[src/rtl/ppu_vram_pkg.sv]
// VRAM region map, client ids and return-tag layout shared by the PPU VRAM read and write paths.
// Latency: none; constants, types and pure functions only.
// Backpressure: not applicable.
package ppu_vram_pkg;

  localparam int VRAM_AW = 13;
  localparam int VRAM_DW = 64;

  typedef enum logic [1:0] {
    CLI_TILE    = 2'd0,
    CLI_PATTERN = 2'd1,
    CLI_PALETTE = 2'd2,
    CLI_SPRITE  = 2'd3
  } cli_e;

  // Word-granular region map (word address = byte address >> 3)
  localparam logic [VRAM_AW-1:0] TILE_BASE    = 13'h0000;
  localparam logic [VRAM_AW-1:0] TILE_SIZE    = 13'h0800;
  localparam logic [VRAM_AW-1:0] PATTERN_BASE = 13'h0800;
  localparam logic [VRAM_AW-1:0] PATTERN_SIZE = 13'h1000;
  localparam logic [VRAM_AW-1:0] PALETTE_BASE = 13'h1800;
  localparam logic [VRAM_AW-1:0] PALETTE_SIZE = 13'h0200;
  localparam logic [VRAM_AW-1:0] SPRITE_BASE  = 13'h1A00;
  localparam logic [VRAM_AW-1:0] SPRITE_SIZE  = 13'h0600;

  // zero=1 marks an out-of-bounds read whose return word is forced to 0
  typedef struct packed {
    logic valid;
    logic zero;
    cli_e cli;
  } rd_tag_t;

  function automatic logic [VRAM_AW-1:0] region_base(input cli_e c);
    case (c)
      CLI_TILE:    return TILE_BASE;
      CLI_PATTERN: return PATTERN_BASE;
      CLI_PALETTE: return PALETTE_BASE;
      default:     return SPRITE_BASE;
    endcase
  endfunction

  function automatic logic [VRAM_AW-1:0] region_size(input cli_e c);
    case (c)
      CLI_TILE:    return TILE_SIZE;
      CLI_PATTERN: return PATTERN_SIZE;
      CLI_PALETTE: return PALETTE_SIZE;
      default:     return SPRITE_SIZE;
    endcase
  endfunction

endpackage

[src/rtl/rr_arbiter4.sv]
// Four-way round-robin arbiter; the pointer names the highest-priority requester.
// Latency: grant is combinational in the request cycle; the pointer updates at that cycle's edge.
// Backpressure: a request is simply held until granted; the pointer holds while nobody requests.
module rr_arbiter4 (
  input  logic       clk,
  input  logic       reset,
  input  logic [3:0] req,
  output logic [3:0] gnt,
  output logic [1:0] gnt_idx
);

  logic [1:0] rr_ptr;
  logic [1:0] idx;
  logic       found;

  // Search rr_ptr, rr_ptr+1, ... mod 4 and grant the first requester
  always_comb begin
    gnt     = '0;
    gnt_idx = '0;
    idx     = '0;
    found   = 1'b0;
    for (int i = 0; i < 4; i++) begin
      idx = rr_ptr + 2'(i);
      if (!found && req[idx]) begin
        found        = 1'b1;
        gnt[idx]     = 1'b1;
        gnt_idx      = idx;
      end
    end
  end

  // Rotate priority past the winner; any request implies a grant
  always_ff @(posedge clk or posedge reset) begin
    if (reset) begin
      rr_ptr <= '0;
    end else if (|req) begin
      rr_ptr <= gnt_idx + 2'd1;
    end
  end

endmodule

[src/rtl/vram_rd_arbiter.sv]
// Shares the VRAM read port among the tile/pattern/palette/sprite fetchers, relocating and bounds-checking offsets.
// Latency: grant same cycle; rden/rdaddr one cycle later; return strobe 1+RD_LAT cycles after grant.
// Backpressure: requests wait for a grant; returns cannot be stalled and must be taken by the client.
module vram_rd_arbiter
  import ppu_vram_pkg::*;
#(
  parameter int RD_LAT = 2,
  parameter int NCLI   = 4
) (
  input  logic                           clk,
  input  logic                           reset,
  input  logic [NCLI-1:0]                cli_req,
  input  logic [NCLI-1:0][VRAM_AW-1:0]   cli_offset,
  output logic [NCLI-1:0]                cli_gnt,
  output logic [NCLI-1:0]                cli_rvalid,
  output logic [VRAM_DW-1:0]             cli_rdata,
  output logic                           vram_rden,
  output logic [VRAM_AW-1:0]             vram_rdaddr,
  input  logic [VRAM_DW-1:0]             vram_rddata,
  output logic                           oob_err,
  output logic [1:0]                     oob_cli
);

  logic [3:0]         gnt;
  logic [1:0]         gnt_idx;
  logic               any_gnt;
  cli_e               sel_cli;
  logic [VRAM_AW-1:0] sel_offset;
  logic [VRAM_AW-1:0] sel_addr;
  logic               sel_oob;
  rd_tag_t            tag_q [0:RD_LAT];
  rd_tag_t            ret_tag;

  rr_arbiter4 u_arb (
    .clk     (clk),
    .reset   (reset),
    .req     (cli_req),
    .gnt     (gnt),
    .gnt_idx (gnt_idx)
  );

  assign cli_gnt    = gnt;
  assign any_gnt    = |gnt;
  assign sel_cli    = cli_e'(gnt_idx);
  assign sel_offset = cli_offset[gnt_idx];
  assign sel_addr   = region_base(sel_cli) + sel_offset;
  assign sel_oob    = (sel_offset >= region_size(sel_cli));

  // Issue stage: out-of-bounds grants still consume the slot but never touch VRAM
  always_ff @(posedge clk or posedge reset) begin
    if (reset) begin
      vram_rden   <= 1'b0;
      vram_rdaddr <= '0;
    end else begin
      vram_rden <= any_gnt && !sel_oob;
      if (any_gnt) begin
        vram_rdaddr <= sel_addr;
      end
    end
  end

  // Tag shift register aligned so the last stage coincides with VRAM read data
  always_ff @(posedge clk or posedge reset) begin
    if (reset) begin
      for (int i = 0; i <= RD_LAT; i++) begin
        tag_q[i] <= '0;
      end
    end else begin
      tag_q[0] <= '{valid: any_gnt, zero: sel_oob, cli: sel_cli};
      for (int i = 1; i <= RD_LAT; i++) begin
        tag_q[i] <= tag_q[i-1];
      end
    end
  end

  // Latch only the first out-of-bounds offender since reset
  always_ff @(posedge clk or posedge reset) begin
    if (reset) begin
      oob_err <= 1'b0;
      oob_cli <= '0;
    end else if (any_gnt && sel_oob && !oob_err) begin
      oob_err <= 1'b1;
      oob_cli <= gnt_idx;
    end
  end

  assign ret_tag = tag_q[RD_LAT];

  // Steer the return strobe to the originator; data is zeroed for OOB reads and while idle
  always_comb begin
    cli_rvalid = '0;
    cli_rdata  = '0;
    if (ret_tag.valid) begin
      cli_rvalid[ret_tag.cli] = 1'b1;
      if (!ret_tag.zero) begin
        cli_rdata = vram_rddata;
      end
    end
  end

endmodule

[config.mk]
export PLATFORM = sky130hd
export DESIGN_NAME = vram_rd_arbiter
export DESIGN_NICKNAME = d
export VERILOG_FILES = /design/src/rtl/ppu_vram_pkg.sv /design/src/rtl/rr_arbiter4.sv /design/src/rtl/vram_rd_arbiter.sv
export SDC_FILE = /design/constraint.sdc
export NUM_CORES = 1
export LEC_CHECK = 0
export ABC_CLOCK_PERIOD_IN_PS = 7200
export CORE_MARGIN = 1.5
export CORE_UTILIZATION = 35
export CTS_CLUSTER_SIZE = 8
export DETAILED_ROUTE_END_ITERATION = 8
export PLACE_DENSITY = 0.88
export SLEW_MARGIN = 20
export SYNTH_ARGS = -nofsm -noshare
export SYNTH_HDL_FRONTEND = slang
export SYNTH_HIERARCHICAL = 1
export SYNTH_SLANG_ARGS = --single-unit
[constraint.sdc]
create_clock -name clk -period 7.2 [get_ports clk]
set_clock_uncertainty 0.15 [all_clocks]
set_input_delay 0.72 -clock clk [delete_from_list [all_inputs] [get_ports clk]]
set_output_delay 0.72 -clock clk [all_outputs]
set_load 0.03 [all_outputs]
# ---- Word-level counts from Yosys, hierarchy flattened
# Cells that the tools add are included.
dict set report op_classes {
  multipliers 0
  addsub 5
  bitwise 3
  order_cmp 12
  n_reduce_logical 19
  mux 36
  n_eq_ne 2
  div 0
  shifts 0
}
# cell n
set op_table {}
lappend op_table {{$mux 64} 2}
lappend op_table {{$pmux 13 s3} 2}
lappend op_table {{$bmux 13 s2} 1}
lappend op_table {{$mux 4} 5}
lappend op_table {{$lt 2x3->1 const B} 6}
lappend op_table {{$add 13x13->13} 1}
lappend op_table {{$ge 13x13->1} 1}
lappend op_table {{$mux 13} 1}
lappend op_table {{$mux 1} 12}
lappend op_table {{$or 4x4->4} 3}
lappend op_table {{$logic_and 1x1->1} 11}
lappend op_table {{$demux 1 s2} 5}
lappend op_table {{$ge 2x1->1 const B} 5}
lappend op_table {{$bmux 1 s2} 4}
lappend op_table {{$mux 2} 4}
lappend op_table {{$reduce_or 4->1} 2}
lappend op_table {{$logic_not 1->1} 5}
lappend op_table {{$add 2x1->2 const B} 2}
lappend op_table {{$add 2x2->2 const B} 2}
lappend op_table {{$eq 2x1->1 const B} 1}
lappend op_table {{$eq 2x2->1 const B} 1}
lappend op_table {{$logic_not 2->1} 1}
dict set report totals {
  input_bits 122
  n_memories 0
  elab_cells 91
  ramBits 0
  out_inout_bits 89
  latchBits 0
  regBits 31
  romBits 0
}

# ---- Longest topological paths before layout
# Gate-level depths: netlist of run 1.
dict set report logic_depth {
  depth_word 17
  ltp_mapped 18
  depth_no_buf 14
}

# ---- By module
# Netlist of run 1, hierarchy kept.
# mod seq_area_each_um2 instances area_each_um2 cells_per_inst
set modules_own_cells {}
lappend modules_own_cells {vram_rd_arbiter 725.7 1 1921.8 196}
lappend modules_own_cells {rr_arbiter4 50.0 1 481.7 53}

# ---- Worst setup path after synthesis of run 1
# OpenSTA, ideal clock, no wires.
dict set report synth_timing {
  path_type {register -> register}
  start {register with a tool-made name}
  end {register oob_cli[0]}
  setup_ps 128
  path_slack_ps 2325
  required_ps 6922
  arrival_time_ps 4597
  synth_period_minus_slack_ps 4875
  path_buffers 4
  path_stages_with_launch 18
  cell_sequence {dfrtp_1 > buf_6 > inv_1 > ha_1 > clkbuf_1 > mux4_2 > and2b_1 > nor2_1 > o21ai_1 > buf_6 > buf_1 > mux4_2 > ha_1 > nor2b_1 > o21a_1 > o21ai_0 > a311oi_2 > mux2_1}
}
# item line
set synth_rtl {}
lappend synth_rtl {{end signal: assignment} vram_rd_arbiter.sv:83} ;# oob_cli <= gnt_idx;
lappend synth_rtl {{end: declaration} vram_rd_arbiter.sv:21} ;# output logic [1:0] oob_cli

==> run summary, run 1 <==
clock root cell = sky130_fd_sc_hd__clkbuf_8
Routed WL = 8170 µm
Synth Cell Area = 2404 µm²
row cnt = 30
hold path startpoint = tag_q[6]$_DFF_PP0_
port bufs = 210
final critical delay including setup and external delays = 4.999 ns
wire length of the first global-routing pass = 12,650 µm
crit path max-delay cell type = sky130_fd_sc_hd__dfrtp_1
antenna-violating nets left = 0
fraction of the cycle the final worst path needs = 69.43%
Endpoint, Worst Hold = ret_tag[2]$_DFF_PP0_
Remaining Overflow, GRT = 0
run status = complete, no violations
reg2reg path depth = 14
Final Hold Vio Count = 0
area of the die = 7374 µm²
number of violations of the max-capacitance limit = 0
max-slew violation count = 0
fraction of layout cells with a size suffix above 1 = 7.285%
unrepaired setup endpoints after global routing = no
crit path capture type = register
power density normalized to cell area = 480.5 nW/µm²
Filler Cell Count = 525
sequence of cells on the critical path = inv_1 -> ha_1 -> mux4_2 -> and2b_1 -> nor2_1 -> o21ai_2 -> buf_4 -> mux4_2 -> ha_1 -> nor2b_1 -> o21a_1 -> o21ai_0 -> a311oi_2 -> mux2_1
CTS tree = done
critical path class = register to register
via count of the first global-routing pass = 2,563
diode insertion count for antenna repair = 0
post-cts sizing count = 0
number of warning messages in the yosys log = 6
average wire length per cell after detail routing = 15.33 µm
synthesized instance count = 249
Vias per Instance = 4.940
post-CTS setup buffers = 0
nature of the critical path startpoint = register
number of DRC violations after detailed-routing iteration 0 = 61
number of buffers added by the clock tree synthesis step = 5
Crit path buffers/inverters = 2
dominant register cell in the synthesized netlist = sky130_fd_sc_hd__dfrtp_1
type of the worst min-delay path = register to register
endpoint of the worst register-to-register path = oob_cli[0]$_DFFE_PP0P_
share of synthesized registers carrying an async set or reset = 100.0%
Sinks on Clock Net = 31
Distinct cells, synth = 38
worst stage delay on the critical path = 0.60 ns
commonest non-fill, non-tap cells in the layout = sky130_fd_sc_hd__clkdlybuf4s50_1, sky130_fd_sc_hd__and2_1, sky130_fd_sc_hd__dfrtp_1
hold bufs inserted after CTS = 0
CTS HTree Levels = 2
starting density of the core = 35.77%
setup slack of the most critical reg-to-reg path = 2.20 ns
Die Y-Extent = 85.87 µm
Req. time, crit path = 7.21 ns
post-layout net count = 586
routability congestion estimate from global placement = 0.7939
commonest non-fill, non-tap cell in the layout = sky130_fd_sc_hd__clkdlybuf4s50_1
first-pass iteration count of the detailed router = 4
aggregate global-route resource usage = 22.04%
Area growth syn-to-layout = 94.48%
cell type group with the largest total delay on the critical path = multiplexers
floorplan die width = 85.87 µm
Critical Path Fanout Max = 21
number of top-level pins = 211
leakage power of the design = 1.894 nW
Data arrival, critical path = 5.01 ns
DRC errors left = 0
slew at the pin closest to its max-slew limit = 0.9222 ns
FF+latch count, synth = 31
Max clock buf depth = 2
initial antenna violation count = 0
clock input transition at the sequential cells of the worst setup and hold paths = 0.06 ns
HPWL after detailed placement = 6923 µm
overall via count from detail_route = 2,633
post-synth net total = 383
TNS Setup = 0 ns
number of enable flip-flop cells after synthesis = 0
Max Fclk = 0.2000 GHz
Relative slew margins = 38.39%
setup-violating endpoint count in the final report = 0
final hold slack = 0.1935 ns
Core ar. = 6719 µm²
Worst Hold Path Cells = 0
maximum number of pins on one net before global-route repair = 65
Avg Cell Area, Syn = 9.653 µm²
clock latency on the worst-skew pair = 0.28 ns
worst vdd ir = 0.3155 mV
sequential area share after synthesis = 32.27%
-- state kept, by name, summed over array words and instances (netlist names), named ones only --
name / cells
tag_q: 8
ret_tag: 4
vram_rdaddr: 13
vram_rden: 1
u_arb/rr_ptr: 1
oob_err: 1
oob_cli: 2
-- cells in the mapped netlist (all sizes together) (2+ instances only) --
cell | count | share of area, %
clkbuf | 13 | 2.0
a21oi | 3 | 0.62
mux2 | 4 | 1.9
buf | 4 | 1.2
o21ai | 10 | 2.1
nand2 | 30 | 4.7
mux2i | 2 | 0.83
and2 | 64 | 17
a22oi | 8 | 2.5
a211oi | 2 | 0.62
a31oi | 2 | 0.52
nand3 | 2 | 0.42
a21o | 2 | 0.62
inv | 9 | 1.4
nor2b | 4 | 1.0
dfrtp | 31 | 32
nand2b | 2 | 0.52
nor4 | 3 | 0.78
or2 | 2 | 0.62
xnor2 | 3 | 1.1
nor2 | 11 | 1.7
ha | 12 | 6.2
mux4 | 16 | 15
-- how the worst max path moves through the flow --
stage	endpoint	slack [ns]	cells after the start
floorplan	oob_cli[0]$_DFFE_PP0P_	2.32	17
global placement	oob_cli[0]$_DFFE_PP0P_	2.42	13
detailed placement	oob_cli[0]$_DFFE_PP0P_	2.25	13
CTS	oob_cli[0]$_DFFE_PP0P_	2.26	14
global route	oob_cli[1]$_DFFE_PP0P_	1.97	14
finish	oob_cli[0]$_DFFE_PP0P_	2.20	14
-- where the power goes --
group          internal, mW  switching, mW  leakage [nW]
clock                0.0871         0.0613        0.0515
combinational         0.775          0.990          1.48
sequential            0.273         0.0598         0.363
total                  1.13           1.11          1.89
-- area by class of cell --
type	count	area (µm²)	area share (%)
Clock buffer	8	100.1	2.141
Tap cell	80	100.1	2.141
Inverter	9	33.78	0.7227
Sequential cell	31	775.7	16.60
Timing Repair Buffer	213	2125	45.45
Multi-Input combinational cell	192	1540	32.95
-- cells by family after synthesis --
logic type	share of synthesized area, %
xor gates and xnor gates	1.093
buffers and inverters	4.685
DFF	32.27
adders and majority gates	6.247
AOI/OAI and AO/OA	9.734
and+or+nand+nor	27.95
muxes	18.01
-- worst reg2reg max path, delay by kind of cell, from the launching register on --
family | cells | cell delay, ns
adders and majority gates | 2 | 0.84
AOI/OAI and AO/OA | 4 | 0.76
DFF | 1 | 0.60
buffers and inverters | 2 | 0.61
muxes | 3 | 1.37
and+or+nand+nor | 3 | 0.56
-- stage by stage --
| step | setup slack (ns) | cell area, µm² | power (mW) | utilization, % | cells |
|---|---|---|---|---|---|
| after floorplan | 2.325 | 2404 | 1.503 | - | 249 |
| after global placement | 2.420 | 4574 | 2.043 | 68.08 | 525 |
| after detailed placement | 2.245 | 4574 | 2.095 | 68.08 | 525 |
| after CTS | 2.260 | 4674 | 2.251 | 69.57 | 533 |
| after global routing | 1.971 | 4674 | 2.403 | 69.57 | 533 |
| final | 2.201 | 4674 | 2.246 | 69.57 | 533 |
-- routing by layer --
layer	share of wire (%)	wire length, µm	up-vias	track usage (%)
met2	53	4314	135	41.16
met4	1.9	152	0	5.718
li1	-	-	1263	-
met5	0	0	-	0
met3	8.4	690	12	6.256
met1	37	3013	1223	24.49
Power figures use the tool's default switching activity.
==> run 2: changes to the inputs <==
ABC_CLOCK_PERIOD_IN_PS = 5200   (was 7200)
CORE_UTILIZATION = 32   (was 35)
PLACE_DENSITY = 0.82   (was 0.88)
clock period = 5.2 ns   (was 7.2 ns; I/O delays follow)
==> run 2 against run 1 <==
Non-clock buffer count did not move; largest power group unchanged; total power up 37%; critical path type unchanged; hold slack improved by 0.0035 ns; combinational power is 39% higher; final area is 0.16% higher; register-to-register slack worse by 1.9 ns; largest cell class unchanged; clock power grew 16%; via count fell by 0.61%; fmax up 2.8%; clock-buffer cell count down 1.
==> run summary, run 2 (synthesized netlist as in run 1, its figures left out) <==
endpoint of the worst register-to-register path = oob_cli[0]$_DFFE_PP0P_
CTS HTree Levels = 2 (unchanged)
area of the die = 8040 µm² (+9.0%)
Req. time, crit path = 5.21 ns (-2.00 ns)
CTS tree = done
fraction of layout cells with a size suffix above 1 = 7.064% (-0.22 points)
total power draw = 3.074 mW (+37%)
aggregate global-route resource usage = 18.46% (-3.6 points)
clock latency on the worst-skew pair = 0.27 ns (about the same)
TNS Setup = 0 ns (unchanged)
Data arrival, critical path = 4.87 ns (-0.14 ns)
Remaining Overflow, GRT = 0 (unchanged)
Filler Cell Count = 587 (+12%)
Area growth syn-to-layout = 94.79%
Routed WL = 8138 µm (-0.39%)
met1 layer wirelength in the final routing = 2827 µm (-6.2%)
crit path capture type = register
setup-violating endpoint count in the final report = 0 (unchanged)
Max Fclk = 0.2056 GHz (+2.8%)
starting density of the core = 33.14% (-2.6 points)
initial antenna violation count = 1 (+1)
Final Util = 64.55% (-5.0 points)
number of violations of the max-capacitance limit = 0 (unchanged)
type of the worst min-delay path = register to register
post-layout net count = 586 (unchanged)
post-CTS setup buffers = 0 (unchanged)
crit path max-delay cell type = sky130_fd_sc_hd__mux4_2
crit path to = oob_cli[0]$_DFFE_PP0P_
Biggest register = vram_rdaddr
floorplan die width = 89.67 µm (+4.4%)
unrepaired setup endpoints after global routing = no
setup slack of the most critical reg-to-reg path = 0.34 ns (-1.87 ns)
area occupied by multi-input gates = 1540 µm² (unchanged)
number of buffers added by the clock tree synthesis step = 5 (unchanged)
first-pass iteration count of the detailed router = 4 (unchanged)
worst vdd ir = 0.4042 mV (+28%)
met3 WL = 862 µm (+25%)
post-cts sizing count = 0 (unchanged)
Max clock buf depth = 2 (unchanged)
commonest non-fill, non-tap cell in the layout = sky130_fd_sc_hd__clkdlybuf4s50_1
Vias per Instance = 4.732 (-4.2%)
hold bufs inserted after CTS = 0 (unchanged)
Relative slew margins = 38.67% (+0.28 points)
sequence of cells on the critical path = inv_1 -> ha_1 -> mux4_2 -> and2b_1 -> nor2_1 -> o21ai_2 -> buf_4 -> mux4_2 -> ha_1 -> nor2b_1 -> o21a_1 -> o21ai_0 -> a311oi_2 -> mux2_1
port bufs = 210 (unchanged)
HPWL after detailed placement = 6922 µm (about the same)
clock root cell = sky130_fd_sc_hd__clkbuf_8
nature of the critical path startpoint = register
Critical Path Fanout Max = 21 (unchanged)
Die Y-Extent = 89.67 µm (+4.4%)
reg2reg path depth = 14 (unchanged)
DR WL met2 = 4364 µm (+1.2%)
Sinks on Clock Net = 31 (unchanged)
slew at the pin closest to its max-slew limit = 0.9180 ns (-0.004216 ns)
wire length of the first global-routing pass = 11,300 µm (-11%)
worst stage delay on the critical path = 0.59 ns (about the same)
max-slew violation count = 0 (unchanged)
final std cells w/o fill = 553 (+3.8%)
final hold slack = 0.1970 ns (+0.003507 ns)
critical path class = register to register
highest routed metal layer = met4
sequential cell area in the final layout = 775.7 µm² (unchanged)
final critical delay including setup and external delays = 4.865 ns (-0.1338 ns)
Setup WS post-layout = 0.3350 ns (-1.866 ns)
leakage power of the design = 1.885 nW (-0.49%)
area of all placed cells without fillers = 4682 µm² (+0.16%)
overall via count from detail_route = 2,617 (-0.61%)
number of top-level pins = 211 (unchanged)
fraction of the cycle the final worst path needs = 93.56% (+24 points)
average wire length per cell after detail routing = 14.72 µm (-4.0%)
number of DRC violations after detailed-routing iteration 0 = 44 (-28%)
flip-flop count of the largest register, all copies and words added = 13 (unchanged)
row cnt = 31 (+3.3%)
via count of the first global-routing pass = 2,419 (-5.6%)
number of placed cells counting well taps = 544 (+3.6%)
power density normalized to cell area = 656.6 nW/µm² (+37%)
commonest non-fill, non-tap cells in the layout = sky130_fd_sc_hd__clkdlybuf4s50_1, sky130_fd_sc_hd__and2_1, sky130_fd_sc_hd__dfrtp_1
cell area reported after detailed placement = 4598 µm² (+0.52%)
routability congestion estimate from global placement = 0.8910 (+12%)
run status = complete, no violations
clock input transition at the sequential cells of the worst setup and hold paths = 0.06 ns (about the same)
Final Hold Vio Count = 0 (unchanged)
maximum number of pins on one net before global-route repair = 65 (unchanged)
DRC errors left = 0 (unchanged)
Core ar. = 7253 µm² (+8.0%)
pre-CTS setup slack = 0.3198 ns (-1.926 ns)
antenna-violating nets left = 0 (unchanged)
==> run 2: cell type report <==
class,instances,share of cell area (%)
timing repair buffer,213,45.38
multi-input combinational,192,32.90
sequential,31,16.57
tap,99,2.646
clock buffer,7,1.630
inverter,9,0.7215
clock inverter,1,0.1069
antenna,1,0.05345
==> run 2: worst min path at each step <==
stage / startpoint / end / slack (ns) / depth (start not counted)
3_5_place_dp: tag_q[4]$_DFF_PP0_ / ret_tag[0]$_DFF_PP0_ / 0.18 / 0
3_3_place_gp: tag_q[11]$_DFF_PP0_ / tag_q[7]$_DFF_PP0_ / 0.18 / 0
6_report: tag_q[4]$_DFF_PP0_ / ret_tag[0]$_DFF_PP0_ / 0.20 / 0
2_1_floorplan: reset / asynchronous set/reset pin / 0.11 / 1
5_1_grt: tag_q[10]$_DFF_PP0_ / tag_q[6]$_DFF_PP0_ / 0.20 / 0
4_1_cts: tag_q[4]$_DFF_PP0_ / ret_tag[0]$_DFF_PP0_ / 0.20 / 0
==> run 2: per-layer routing <==
layer / track usage, % / vias to the layer above
li1: - / 1259
met1: 20.12 / 1214
met2: 34.26 / 131
met3: 5.393 / 13
met4: 5.874 / 0
met5: 0 / -
==> run 2: worst max-delay path, delay by kind of cell, from the launching register on <==
family / cells / cell delay [ns]
DFF: 1 / 0.57
AOI/OAI and AO/OA: 4 / 0.69
and+or+nand+nor: 3 / 0.57
muxes: 3 / 1.35
adders and majority gates: 2 / 0.83
buffers and inverters: 2 / 0.58
==> run 2: power by group <==
part / internal (mW) / total [mW] / switching, mW / leakage, nW
clock: 0.0936 / 0.172 / 0.0785 / 0.0422
sequential: 0.378 / 0.457 / 0.0793 / 0.363
combinational: 1.07 / 2.44 / 1.37 / 1.48
==> run 3: changes to the inputs <==
TNS_END_PERCENT = 100   (was unset)
==> results of run 3 <==
Final layout, timing and power as in run 2 (identical DEF).
